`src/rtl/mem_ctrl_pkg.sv`:
```
// Shared types and helpers for the round-robin memory controller.
package mem_ctrl_pkg;

  // Controller states: idle/arbitrating, streaming a read, streaming a write.
  typedef enum logic [1:0] {
    S_IDLE  = 2'd0,
    S_READ  = 2'd1,
    S_WRITE = 2'd2
  } state_e;

  // UART location; this address and the next word are treated as IO.
  localparam logic [31:0] IO_BASE = 32'h0003_0000;

  // Addresses are widened to 64 bits so one function serves any ADDR_WIDTH.
  function automatic logic is_io_addr(input logic [63:0] addr, input logic [63:0] base);
    return (addr == base) || (addr == base + 64'd4);
  endfunction

endpackage

```
`src/rtl/mem_ctrl_rr_arbiter.sv`:
```
// Round-robin requester selection; search begins one past the last grant.
module rr_arbiter #(
  parameter int N_PORTS = 3
) (
  input  logic [N_PORTS-1:0]         req_i,
  input  logic [$clog2(N_PORTS)-1:0] last_i,
  output logic [N_PORTS-1:0]         grant_o,
  output logic                       valid_o
);

  // Walk the ports in rotated order and take the first requester found.
  always_comb begin
    int  j;
    logic found;
    grant_o = '0;
    found   = 1'b0;
    j       = 0;
    for (int i = 1; i <= N_PORTS; i++) begin
      j = int'(last_i) + i;
      if (j >= N_PORTS) j = j - N_PORTS;
      if (!found && req_i[j]) begin
        grant_o[j] = 1'b1;
        found      = 1'b1;
      end
    end
    valid_o = found;
  end

endmodule

```
`src/rtl/mem_ctrl_rr.sv`:
```
// Multi-port byte-serial RAM controller with round-robin arbitration,
// flush abort of reads and UART back-pressure on IO writes.
//
// state   | meaning
// --------+-------------------------------------------------------------
// S_IDLE  | no transfer; arbitrate among eligible requesters
// S_READ  | address streaming out, bytes captured two edges later
// S_WRITE | one byte per edge driven with MCRAM_wr high
module mem_ctrl_rr #(
  parameter int                  ADDR_WIDTH = 32,
  parameter int                  N_PORTS    = 3,
  parameter int                  MAX_BYTES  = 8,
  parameter logic [N_PORTS-1:0]  FLUSHABLE  = '1,
  parameter logic [31:0]         IO_BASE    = mem_ctrl_pkg::IO_BASE
) (
  input  logic                                       Sys_clk,
  input  logic                                       Sys_rst,
  input  logic                                       Sys_rdy,
  input  logic                                       flush,
  input  logic [7:0]                                 RAMMC_data,
  input  logic                                       io_buffer_full,
  output logic [7:0]                                 MCRAM_data,
  output logic [ADDR_WIDTH-1:0]                      MCRAM_addr,
  output logic                                       MCRAM_wr,
  input  logic [N_PORTS-1:0]                         req_en,
  input  logic [N_PORTS-1:0]                         req_wr,
  input  logic [N_PORTS*$clog2(MAX_BYTES+1)-1:0]     req_len,
  input  logic [N_PORTS*ADDR_WIDTH-1:0]              req_addr,
  input  logic [N_PORTS*8*MAX_BYTES-1:0]             req_wdata,
  output logic [N_PORTS-1:0]                         done,
  output logic [8*MAX_BYTES-1:0]                     rdata
);

  import mem_ctrl_pkg::*;

  localparam int LW = $clog2(MAX_BYTES + 1);
  localparam int PW = $clog2(N_PORTS);
  localparam int DW = 8 * MAX_BYTES;

  state_e                state_q, state_d;
  logic [PW-1:0]         port_q, port_d;
  logic [PW-1:0]         last_q, last_d;
  logic [LW-1:0]         len_q, len_d;
  logic [LW-1:0]         cnt_q, cnt_d;
  logic [ADDR_WIDTH-1:0] addr_q, addr_d;
  logic                  mwr_q, mwr_d;
  logic [7:0]            mdata_q, mdata_d;
  logic [DW-1:0]         wdata_q, wdata_d;
  logic [DW-1:0]         buf_q, buf_d;
  logic [DW-1:0]         rdata_q, rdata_d;
  logic [N_PORTS-1:0]    done_q, done_d;

  logic [ADDR_WIDTH-1:0] p_addr  [N_PORTS];
  logic [LW-1:0]         p_len   [N_PORTS];
  logic [DW-1:0]         p_wdata [N_PORTS];
  logic [N_PORTS-1:0]    p_io;
  logic [N_PORTS-1:0]    elig;
  logic [N_PORTS-1:0]    gnt;
  logic                  gnt_valid;
  logic [PW-1:0]         gnt_idx;
  logic [LW-1:0]         cnt_next;
  logic [LW-1:0]         cap_idx;
  logic [LW-1:0]         sel_len;

  for (genvar g = 0; g < N_PORTS; g++) begin : g_unpack
    assign p_addr[g]  = req_addr[g*ADDR_WIDTH +: ADDR_WIDTH];
    assign p_len[g]   = req_len[g*LW +: LW];
    assign p_wdata[g] = req_wdata[g*DW +: DW];
    assign p_io[g]    = is_io_addr(64'(p_addr[g]), 64'(IO_BASE));
  end

  // A port competes only if it is not mid-pulse, not a blocked UART write
  // and not a read that the current flush would throw away.
  always_comb begin
    elig = '0;
    for (int p = 0; p < N_PORTS; p++) begin
      elig[p] = req_en[p] & ~done_q[p]
              & ~(req_wr[p] & p_io[p] & io_buffer_full)
              & ~(flush & ~req_wr[p] & FLUSHABLE[p]);
    end
  end

  rr_arbiter #(.N_PORTS(N_PORTS)) u_arb (
    .req_i   (elig),
    .last_i  (last_q),
    .grant_o (gnt),
    .valid_o (gnt_valid)
  );

  // One-hot grant to port index.
  always_comb begin
    gnt_idx = '0;
    for (int p = 0; p < N_PORTS; p++) begin
      if (gnt[p]) gnt_idx = PW'(p);
    end
  end

  // Next-state and datapath: cnt_q counts edges since the grant edge.
  always_comb begin
    state_d  = state_q;
    port_d   = port_q;
    last_d   = last_q;
    len_d    = len_q;
    cnt_d    = cnt_q;
    addr_d   = addr_q;
    mwr_d    = mwr_q;
    mdata_d  = mdata_q;
    wdata_d  = wdata_q;
    buf_d    = buf_q;
    rdata_d  = rdata_q;
    done_d   = '0;
    cnt_next = cnt_q + LW'(1);
    cap_idx  = cnt_q - LW'(1);
    sel_len  = p_len[gnt_idx];
    if (sel_len == '0) sel_len = LW'(1);
    if (req_wr[gnt_idx] && p_io[gnt_idx]) sel_len = LW'(1);

    case (state_q)
      S_IDLE: begin
        if (gnt_valid) begin
          port_d = gnt_idx;
          last_d = gnt_idx;
          len_d  = sel_len;
          cnt_d  = '0;
          addr_d = p_addr[gnt_idx];
          if (req_wr[gnt_idx]) begin
            state_d = S_WRITE;
            wdata_d = p_wdata[gnt_idx];
            mwr_d   = 1'b1;
            mdata_d = p_wdata[gnt_idx][7:0];
          end else begin
            state_d = S_READ;
            buf_d   = '0;
          end
        end
      end

      S_READ: begin
        if (flush && FLUSHABLE[port_q]) begin
          state_d = S_IDLE;
          addr_d  = '0;
          cnt_d   = '0;
        end else begin
          cnt_d = cnt_next;
          if (cnt_next < len_q) addr_d = addr_q + ADDR_WIDTH'(1);
          // RAM returns data two edges after the address is presented.
          if (cnt_q != '0) buf_d[8*cap_idx +: 8] = RAMMC_data;
          if (cnt_q == len_q) begin
            rdata_d        = buf_d;
            done_d[port_q] = 1'b1;
            state_d        = S_IDLE;
            addr_d         = '0;
            cnt_d          = '0;
          end
        end
      end

      S_WRITE: begin
        cnt_d = cnt_next;
        if (cnt_next < len_q) begin
          addr_d  = addr_q + ADDR_WIDTH'(1);
          mdata_d = wdata_q[8*cnt_next +: 8];
        end else begin
          mwr_d          = 1'b0;
          addr_d         = '0;
          done_d[port_q] = 1'b1;
          state_d        = S_IDLE;
          cnt_d          = '0;
        end
      end

      default: begin
        state_d = S_IDLE;
        mwr_d   = 1'b0;
        addr_d  = '0;
        cnt_d   = '0;
      end
    endcase
  end

  // State register; everything freezes while Sys_rdy is low.
  always_ff @(posedge Sys_clk or posedge Sys_rst) begin
    if (Sys_rst) begin
      state_q <= S_IDLE;
      port_q  <= '0;
      last_q  <= PW'(N_PORTS - 1);
      len_q   <= '0;
      cnt_q   <= '0;
      addr_q  <= '0;
      mwr_q   <= 1'b0;
      mdata_q <= '0;
      wdata_q <= '0;
      buf_q   <= '0;
      rdata_q <= '0;
      done_q  <= '0;
    end else if (Sys_rdy) begin
      state_q <= state_d;
      port_q  <= port_d;
      last_q  <= last_d;
      len_q   <= len_d;
      cnt_q   <= cnt_d;
      addr_q  <= addr_d;
      mwr_q   <= mwr_d;
      mdata_q <= mdata_d;
      wdata_q <= wdata_d;
      buf_q   <= buf_d;
      rdata_q <= rdata_d;
      done_q  <= done_d;
    end
  end

  assign MCRAM_addr = addr_q;
  assign MCRAM_wr   = mwr_q;
  assign MCRAM_data = mdata_q;
  assign done       = done_q;
  assign rdata      = rdata_q;

endmodule
```
`config.mk`:
```
export PLATFORM = sky130hd
export DESIGN_NAME = mem_ctrl_rr
export DESIGN_NICKNAME = d
export VERILOG_FILES = /design/src/rtl/mem_ctrl_pkg.sv /design/src/rtl/mem_ctrl_rr_arbiter.sv /design/src/rtl/mem_ctrl_rr.sv
export SDC_FILE = /design/constraint.sdc
export NUM_CORES = 1
export LEC_CHECK = 0
export CORE_MARGIN = 1.5
export CORE_UTILIZATION = 48
export DETAILED_ROUTE_END_ITERATION = 12
export PLACE_DENSITY = 0.81
export SETUP_SLACK_MARGIN = 0.2
export SLEW_MARGIN = 5
export SYNTH_ARGS = -nofsm -noshare
export SYNTH_HDL_FRONTEND = slang
export SYNTH_SLANG_ARGS = --single-unit
```
`constraint.sdc`:
```
create_clock -name Sys_clk -period 9.8 [get_ports Sys_clk]
set_input_delay 0.98 -clock Sys_clk [delete_from_list [all_inputs] [get_ports Sys_clk]]
set_output_delay 0.98 -clock Sys_clk [all_outputs]
set_load 0.01 [all_outputs]
```
==> results list, run 1 <==
- I/O Buffers: 426
* Setup skew after layout: 12.7 ps
* Synthesized netlist net count: 1949
- Insertion delay of the later-clocked pin in the worst-skew pair: 550 ps
- After clock tree synthesis, the setup repair step added 0 buffers.
- Kind of launch point of the worst setup path: input pin
- Post-Synthesis Cells: 1609
- The tree is rooted in a clkbuf_16.
* Static leakage: 8.09 nW
- Power per standard cell area: 257 nW/µm²
* Final hold vios: 0
* Initial Util: 0.493
* Die height: 176 µm
- The run finished with clean final reports.
- The first routing iteration left 1349 violations.
- Detailed-route DRC error count: 0
- The cell area that synthesis handed to floorplanning was 14300 µm².
- Cell Chain, Critical Path: clkdlybuf4s50_1 > nor4_1 > nand4_1 > o31ai_2 > o221ai_1 > a41oi_4 > buf_4 > a211oi_4 > nor4_1 > a32o_1
- Antenna violations before repair: 13
- Of the cells placed in the final design, the portion with a size suffix greater than 1 is 0.0520.
- Routed length per instance: 20.5 µm
- The worst setup path is captured at a register.
* Critical path required time: 10280 ps
* Average instance area after synthesis: 8.88 µm²
- NumNets Final: 2301
- TritonCTS sink count: 249
- Fraction of power spent switching nets: 0.419
- Of the total power, combinational logic draws 0.491.
* Clock-pin transition on the worst setup and hold timing paths: 60 ps
- Die footprint: 30800 µm²
- Slowest stage delay, CP: 1060 ps
* Routed Antenna Nets: 0
- Worst vdd ir: 0.311 mV
- The first global-routing pass estimated 74900 µm of wire.
* Period Utilization, post-route: 0.590
* Total global routing track utilization: 0.311
* Number of endpoints failing setup at the final stage: 0
* Pin count of the biggest net entering global routing: 129
- Routed vias: 14.0k
- STA puts the critical path data arrival time at 6260 ps.
- CTS built an H-tree with a depth of 1.
- For the finished layout, the period the worst path requires is 5780 ps.
* MaxCap Viol Count: 0
- Detail Placement HPWL: 36400 µm
- The first detailed-routing pass ran for 6 iterations.
* Most frequent cell on the critical path: nor4_1
* Share of power burned in registers: 0.288
* Die Span X: 176 µm
- The Yosys step of the flow raised 0 warnings.
- Total core area: 29000 µm²
- Worst hold margin: 474 ps
- Top Ports: 427
- Final Non-Filler Cells: 2378
- Flop and latch count out of synthesis: 249
- The synthesized netlist contains 69 unique library cells.
* Internal Power: 2.94 mW
* RSZ-0062 raised after global routing: no
- After detailed placement, the total cell area comes to 18700 µm².
- Headroom to the max-slew limit came out at 0.168.
* Routed WL: 48800 µm
* Final design area excluding fillers: 19800 µm²
* Relative contribution of the clock network to total power: 0.221
- Total global routing overflow: 0
* Async set-or-reset flop fraction in the synthesized netlist: 1.00
* Number of flops mapped to enable cells by yosys: 0
- In this run, CTS created clock tree buffers numbering 27.
- After clock tree synthesis, the flow added hold-fix buffers numbering 0.
- The area growth from synthesis to layout is 38.2%.
- Sequential fraction of the synthesis area: 0.436
* Accumulated negative setup slack: 0 ps
* Dominant synthesized flop cell: dfrtp_1
- Post-CTS repair changed the size of 0 cells.
* Hold crit path type: reg -> reg
* Highest achievable clock rate: 173 MHz
- The setup path with the least slack is of type in -> reg.
- Total net switching power: 2.13 mW
- The final count of pins violating max slew came to 0.
- The slowest stage of the critical path is the nor4_1 cell.
- Transition time of the tightest slew-check pin: 1240 ps
* Clock tree from TritonCTS: built
- Cell count after placement: 2316
* Clk buf depth: 3
- The congestion estimate from routability-driven global placement came to 0.962.
- Rows: 62
- The number of global-route vias before repair was 13.5k.
- Using the TritonRoute via totals, the vias-per-cell ratio works out to 5.89.
* Post-layout utilization of the core: 0.681
- Biggest fanout along the worst timing path: 56
layer usage:
layer | track usage | vias to the layer above | wire (µm)
li1 | - | 6564 | -
met1 | 0.395 | 6727 | 19400
met2 | 0.526 | 613 | 24100
met3 | 0.0481 | 106 | 3300
met4 | 0.135 | 2 | 1970
met5 | 0 | - | 11
cell families (layout without fill, tap and decap cells):
| logic type | after synthesis | after routing | share of synthesized area |
|---|---|---|---|
| and+or+nand+nor | 555 | 555 | 0.172 |
| AOI/OAI and AO/OA | 493 | 493 | 0.213 |
| DFF | 249 | 249 | 0.436 |
| muxes | 143 | 143 | 0.116 |
| buffers and inverters | 139 | 512 | 0.0384 |
| adders and majority gates | 21 | 21 | 0.0184 |
| xor gates and xnor gates | 9 | 9 | 0.00552 |
| other | 0 | 12 | 0 |
synthesized netlist by cell type (8+ instances only):
cell | number | area [µm²]
o22ai_1 | 13 | 81.3
buf_2 | 15 | 75.1
o2bb2ai_1 | 16 | 140
o21ai_0 | 230 | 1150
o211ai_1 | 18 | 135
nor3_1 | 19 | 95.1
mux2i_1 | 108 | 1080
nand2_1 | 302 | 1130
mux2_2 | 10 | 113
nand3_1 | 27 | 135
nor2_1 | 100 | 375
or4_1 | 9 | 67.6
ha_1 | 21 | 263
and3_1 | 20 | 125
nand4_1 | 8 | 50.1
nor4_1 | 31 | 194
clkbuf_1 | 90 | 338
buf_1 | 10 | 37.5
mux2_1 | 8 | 90.1
o21ai_1 | 11 | 55.1
a32o_1 | 34 | 340
mux4_2 | 16 | 360
dfrtp_1 | 248 | 6210
inv_1 | 21 | 78.8
a21oi_1 | 104 | 521
a22o_1 | 16 | 140
state kept, by name (all words and copies together), names as in the netlist, 2 cells and up:
name,count
done,3
rdata,64
MCRAM_addr,32
cnt_q,4
MCRAM_data,8
len_q,4
wdata_q,64
state_q,2
port_q,2
buf_q,64
cells in the final DEF, fill, tap and decap left out, types with 6 or more instances in the layout:
cell type        synthesis  layout
nor2_1                 100     100
clkdlybuf4s50_1          0     426
o211ai_1                18      18
buf_4                    2      13
mux4_2                  16      16
o2bb2ai_1               16      16
and2_1                   7       7
xor2_1                   6       6
a22o_1                  16      16
nand4_1                  8       8
nand2_1                302     302
a32o_1                  34      34
a2111o_1                 6       6
mux2_2                  10      10
and3_1                  20      20
o22ai_1                 13      13
diode_2                  0      12
nor2b_1                  7       7
mux2i_1                108     108
clkbuf_16                0      27
or4_1                    9       9
ha_1                    21      21
a21oi_1                104     104
nor4b_1                  7       7
nand3_1                 27      27
dfrtp_1                248     248
nor3_1                  19      18
nor4_1                  31      30
o21ai_1                 11      11
inv_1                   21      20
mux2_1                   8       8
o21ai_0                230     230
power groups by stage:
stage / combinational (mW) / sequential (mW) / clock, mW
finish: 2.49 / 1.46 / 1.12
global placement: 2.41 / 1.46 / 0
CTS: 2.47 / 1.45 / 1.13
global route: 2.73 / 1.49 / 1.18
detailed placement: 2.46 / 1.47 / 0
floorplan: 1.65 / 1.45 / 0
path summary, 6_finish.rpt:
check | to | slack, ps | cells after the start | start
worst max-delay path | buf_q[12] | 4020 | 10 | req_addr[76]
worst max register to register | buf_q[12] | 4770 | 10 | port_q[0]
min in group asynchronous | rdata[52] | 1000 | 2 | Sys_rst
worst min register to register | wdata_q[39] | 470 | 2 | wdata_q[39]
worst min-delay path | wdata_q[39] | 470 | 2 | wdata_q[39]
max in group asynchronous | cnt_q[2] | 6550 | 4 | Sys_rst
worst max-delay path, delay by kind of cell:
family	cells	cell delay [ps]
AO/OA/AOI/OAI	5	2330
AND/OR/NAND/NOR	3	1890
buffers and inverters	2	1030
through the flow:
step / total power, mW / setup slack [ps]
2_1_floorplan: 3.10 / 1980
3_3_place_gp: 3.87 / 3620
3_5_place_dp: 3.92 / 3620
4_1_cts: 5.06 / 4170
5_1_grt: 5.39 / 3660
6_report: 5.07 / 4020
area by class of cell:
cell class	count	area, µm²
tap	384	480
multi-input combinational	1221	7550
antenna	12	30.0
clock buffer	34	752
clock inverter	16	238
inverter	22	90.1
timing repair buffer	440	4380
fill	2313	9260
sequential	249	6230
No activity file was read; power rests on OpenSTA's default activity.
==> run 2: changes to the inputs <==
==> constraint.sdc (replaced) <==
create_clock -name Sys_clk -period 5.75 [get_ports Sys_clk]
set_input_delay 0.575 -clock Sys_clk [delete_from_list [all_inputs] [get_ports Sys_clk]]
set_output_delay 0.575 -clock Sys_clk [all_outputs]
set_load 0.01 [all_outputs]
==> results list, run 2 (same netlist as run 1, synthesis figures left out) <==
- Outcome: completed (unchanged).
* Number of endpoints failing setup at the final stage: 0 (unchanged)
- The placed instance area is 18800 µm² (was 18700 µm²).
- The nature of the critical path startpoint is an input pin (unchanged).
* Die Span X: 176 µm (unchanged)
- Period Utilization, post-route: 0.826
- Insertion delay of the later-clocked pin in the worst-skew pair: 550 ps (about the same)
- The row count is 62 (unchanged).
- Root buffer cell: clkbuf_16 (unchanged)
* Total number of H-tree levels: 1 (unchanged)
- Top library cells by usage in the layout, fill and taps aside: clkdlybuf4s50_1, nand2_1, dfrtp_1 (unchanged).
- Critical path endpoint category: register (unchanged)
* Source of the critical timing path: req_addr[44] (was req_addr[76])
- Worst vdd ir: 0.489 mV (was 0.311 mV)
* Clk buf depth: 3 (unchanged)
- First-pass GRT wire length: 73800 µm (was 74900 µm)
- The vertical die dimension is 176 µm (unchanged).
- Top Ports: 427 (unchanged)
- Drt first-iter violations: 1257 (was 1349)
- Number of buffers added by the clock tree synthesis step: 27 (unchanged)
- The area of the core is 29000 µm² (unchanged).
- The global placement routability congestion was 1.03 (was 0.962).
* MaxCap Viol Count: 0 (unchanged)
- The startpoint of the most critical register-to-register path is port_q[0] (unchanged).
- Final hold vios: 0 (unchanged)
- The via density per instance is 5.93 (was 5.89).
* Slowest cell on crit path: nor4_1 (unchanged)
* Clock-pin transition on the worst setup and hold timing paths: 60 ps (about the same)
* Cell count after placement: 2318 (was 2316)
- Total power of the final layout: 8.59 mW (was 5.07 mW)
- Endpoint of the lowest-slack register-to-register path: buf_q[15] (was buf_q[12])
- The internal reg-to-reg setup slack was 1360 ps (was 4770 ps).
- The cell area after layout came to 19700 µm² (was 19800 µm²).
- The largest net degree at the start of global routing is 200 (was 129).
- RSZ-0062 raised after global routing: no (unchanged).
- The aggregate routed wire length was 47600 µm (was 48800 µm).
* NumNets Final: 2303 (was 2301)
* Clock tree from TritonCTS: built (unchanged)
- The relative slew slack is 0.140 (was 0.168).
- Setup skew after layout: 13.6 ps (was 12.7 ps)
* Endpoint of the worst setup timing path: buf_q[15] (was buf_q[12])
- The category of the most critical setup path is in -> reg (unchanged).
- The transition time at the pin with the least slew margin came to 1280 ps (was 1240 ps).
- Power per standard cell area: 435 nW/µm² (was 257 nW/µm²)
- Initial Util: 0.493 (unchanged)
- Critical path required time: 6230 ps (was 10280 ps)
- The final count of pins violating max slew was 0 (unchanged).
* Die footprint: 30800 µm² (unchanged)
- # resized after CTS: 0 (unchanged)
* Static leakage: 8.09 nW (about the same)
* Accumulated negative setup slack: 0 ps (unchanged)
- The depth of the worst register-to-register path is 11 (was 10).
* Worst path arrival time: 5220 ps (was 6260 ps)
- The startpoint of the most critical hold path was rdata[35] (was wdata_q[39]).
- Detail Placement HPWL: 35500 µm (was 36400 µm)
- Min Tclk post-route: 4750 ps
- Based on the critical path, the design can be clocked at up to 211 MHz.
- Total global routing overflow: 0 (unchanged)
- CTS Hold Bufs: 0 (unchanged)
- The number of clock sinks is 249 (unchanged).
- The synthesis-to-finish area growth came to 38.1% (was 38.2%).
- The share of cells above drive strength 1 came to 0.0500 (was 0.0520).
- The type of the tightest min-delay check is reg -> reg (unchanged).
- The non-filler instance count after layout is 2376 (was 2378).
- Slowest stage delay, CP: 1060 ps (about the same)
- The total of buffers placed on input and output ports was 426 (unchanged).
* Routed length per instance: 20.0 µm (was 20.5 µm)
- The hold path depth came to 2 (unchanged).
* Leading cell type in the layout, fill and taps excluded: clkdlybuf4s50_1 (unchanged)
- Number of search-and-repair iterations in the first detailed-routing pass: 5 (was 6)
* Post-layout utilization of the core: 0.680 (was 0.681)
* Antenna violations before repair: 13 (unchanged)
- The remaining antenna violation count after routing is 0 (unchanged).
- The highest fanout seen on the critical path was 12 (was 56).
- Detailed-route DRC error count: 0 (unchanged)
- The total global routing track utilization was 0.303 (was 0.311).
* Cell Chain, Critical Path: clkdlybuf4s50_1 > nor4_1 > nand4_1 > nor3_1 > nor3_1 > o32a_1 > o211ai_4 > mux2i_2 > a211oi_4 > nor4_1 > a32o_1 (was clkdlybuf4s50_1 > nor4_1 > nand4_1 > o31ai_2 > o221ai_1 > a41oi_4 > buf_4 > a211oi_4 > nor4_1 > a32o_1)
* Routed vias: 14.1k (was 14.0k)
- Vias in the first global route: 13.6k (was 13.5k)
- The number of buffers inserted to repair setup after CTS is 0 (unchanged).
run 2: cell count changes in the layout (fill, tap and decap cells not counted), sizes merged:
cell,previous run,this run
inv,23,21
bufinv,5,4
clkbuf,34,36
diode,12,11
clkinv,7,6
clkinvlp,3,2
buf,14,16
run 2: power breakdown:
group          switching, mW  leakage, nW  internal, mW
clock                  0.725        0.460          1.11
sequential             0.325         3.30          2.16
combinational           2.55         4.32          1.72
run 2: how the worst min path moves through the flow:
stage	to	slack, ps
2_1_floorplan	wdata_q[56]	440
3_3_place_gp	wdata_q[30]	460
3_5_place_dp	wdata_q[45]	470
4_1_cts	rdata[38]	480
5_1_grt	buf_q[54]	500
6_report	rdata[35]	480
run 2: through the flow:
step                      hold slack, ps  setup WS [ps]
final                                477           1000
after detailed placement             469            538
after floorplan                      445           1400
after global routing                 499            806
after CTS                            482           1080
after global placement               457            796
run 2: routing by layer:
| metal | global-route usage | vias up | part of all wire | wire [µm] |
|---|---|---|---|---|
| met5 | 0 | - | 0.00053 | 25 |
| met4 | 0.127 | 4 | 0.042 | 2010 |
| met3 | 0.0524 | 131 | 0.073 | 3490 |
| met2 | 0.518 | 678 | 0.49 | 23400 |
| met1 | 0.380 | 6683 | 0.39 | 18700 |
| li1 | - | 6582 | - | - |
run 2: worst max-delay path, delay by kind of cell:
family | cells | cell delay [ps]
AND/OR/NAND/NOR | 5 | 2660
AO/OA/AOI/OAI | 4 | 1140
buffers and inverters | 1 | 460
multiplexers | 1 | 380
run 2: cell type report:
class                           count  area [µm²]
Antenna cell                       11        27.5
Clock buffer                       36         759
Clock inverter                     11         176
Fill cell                        2259        9270
Inverter                           22        86.3
Multi-Input combinational cell   1221        7540
Sequential cell                   249        6230
Tap cell                          384         480
Timing Repair Buffer              442        4430
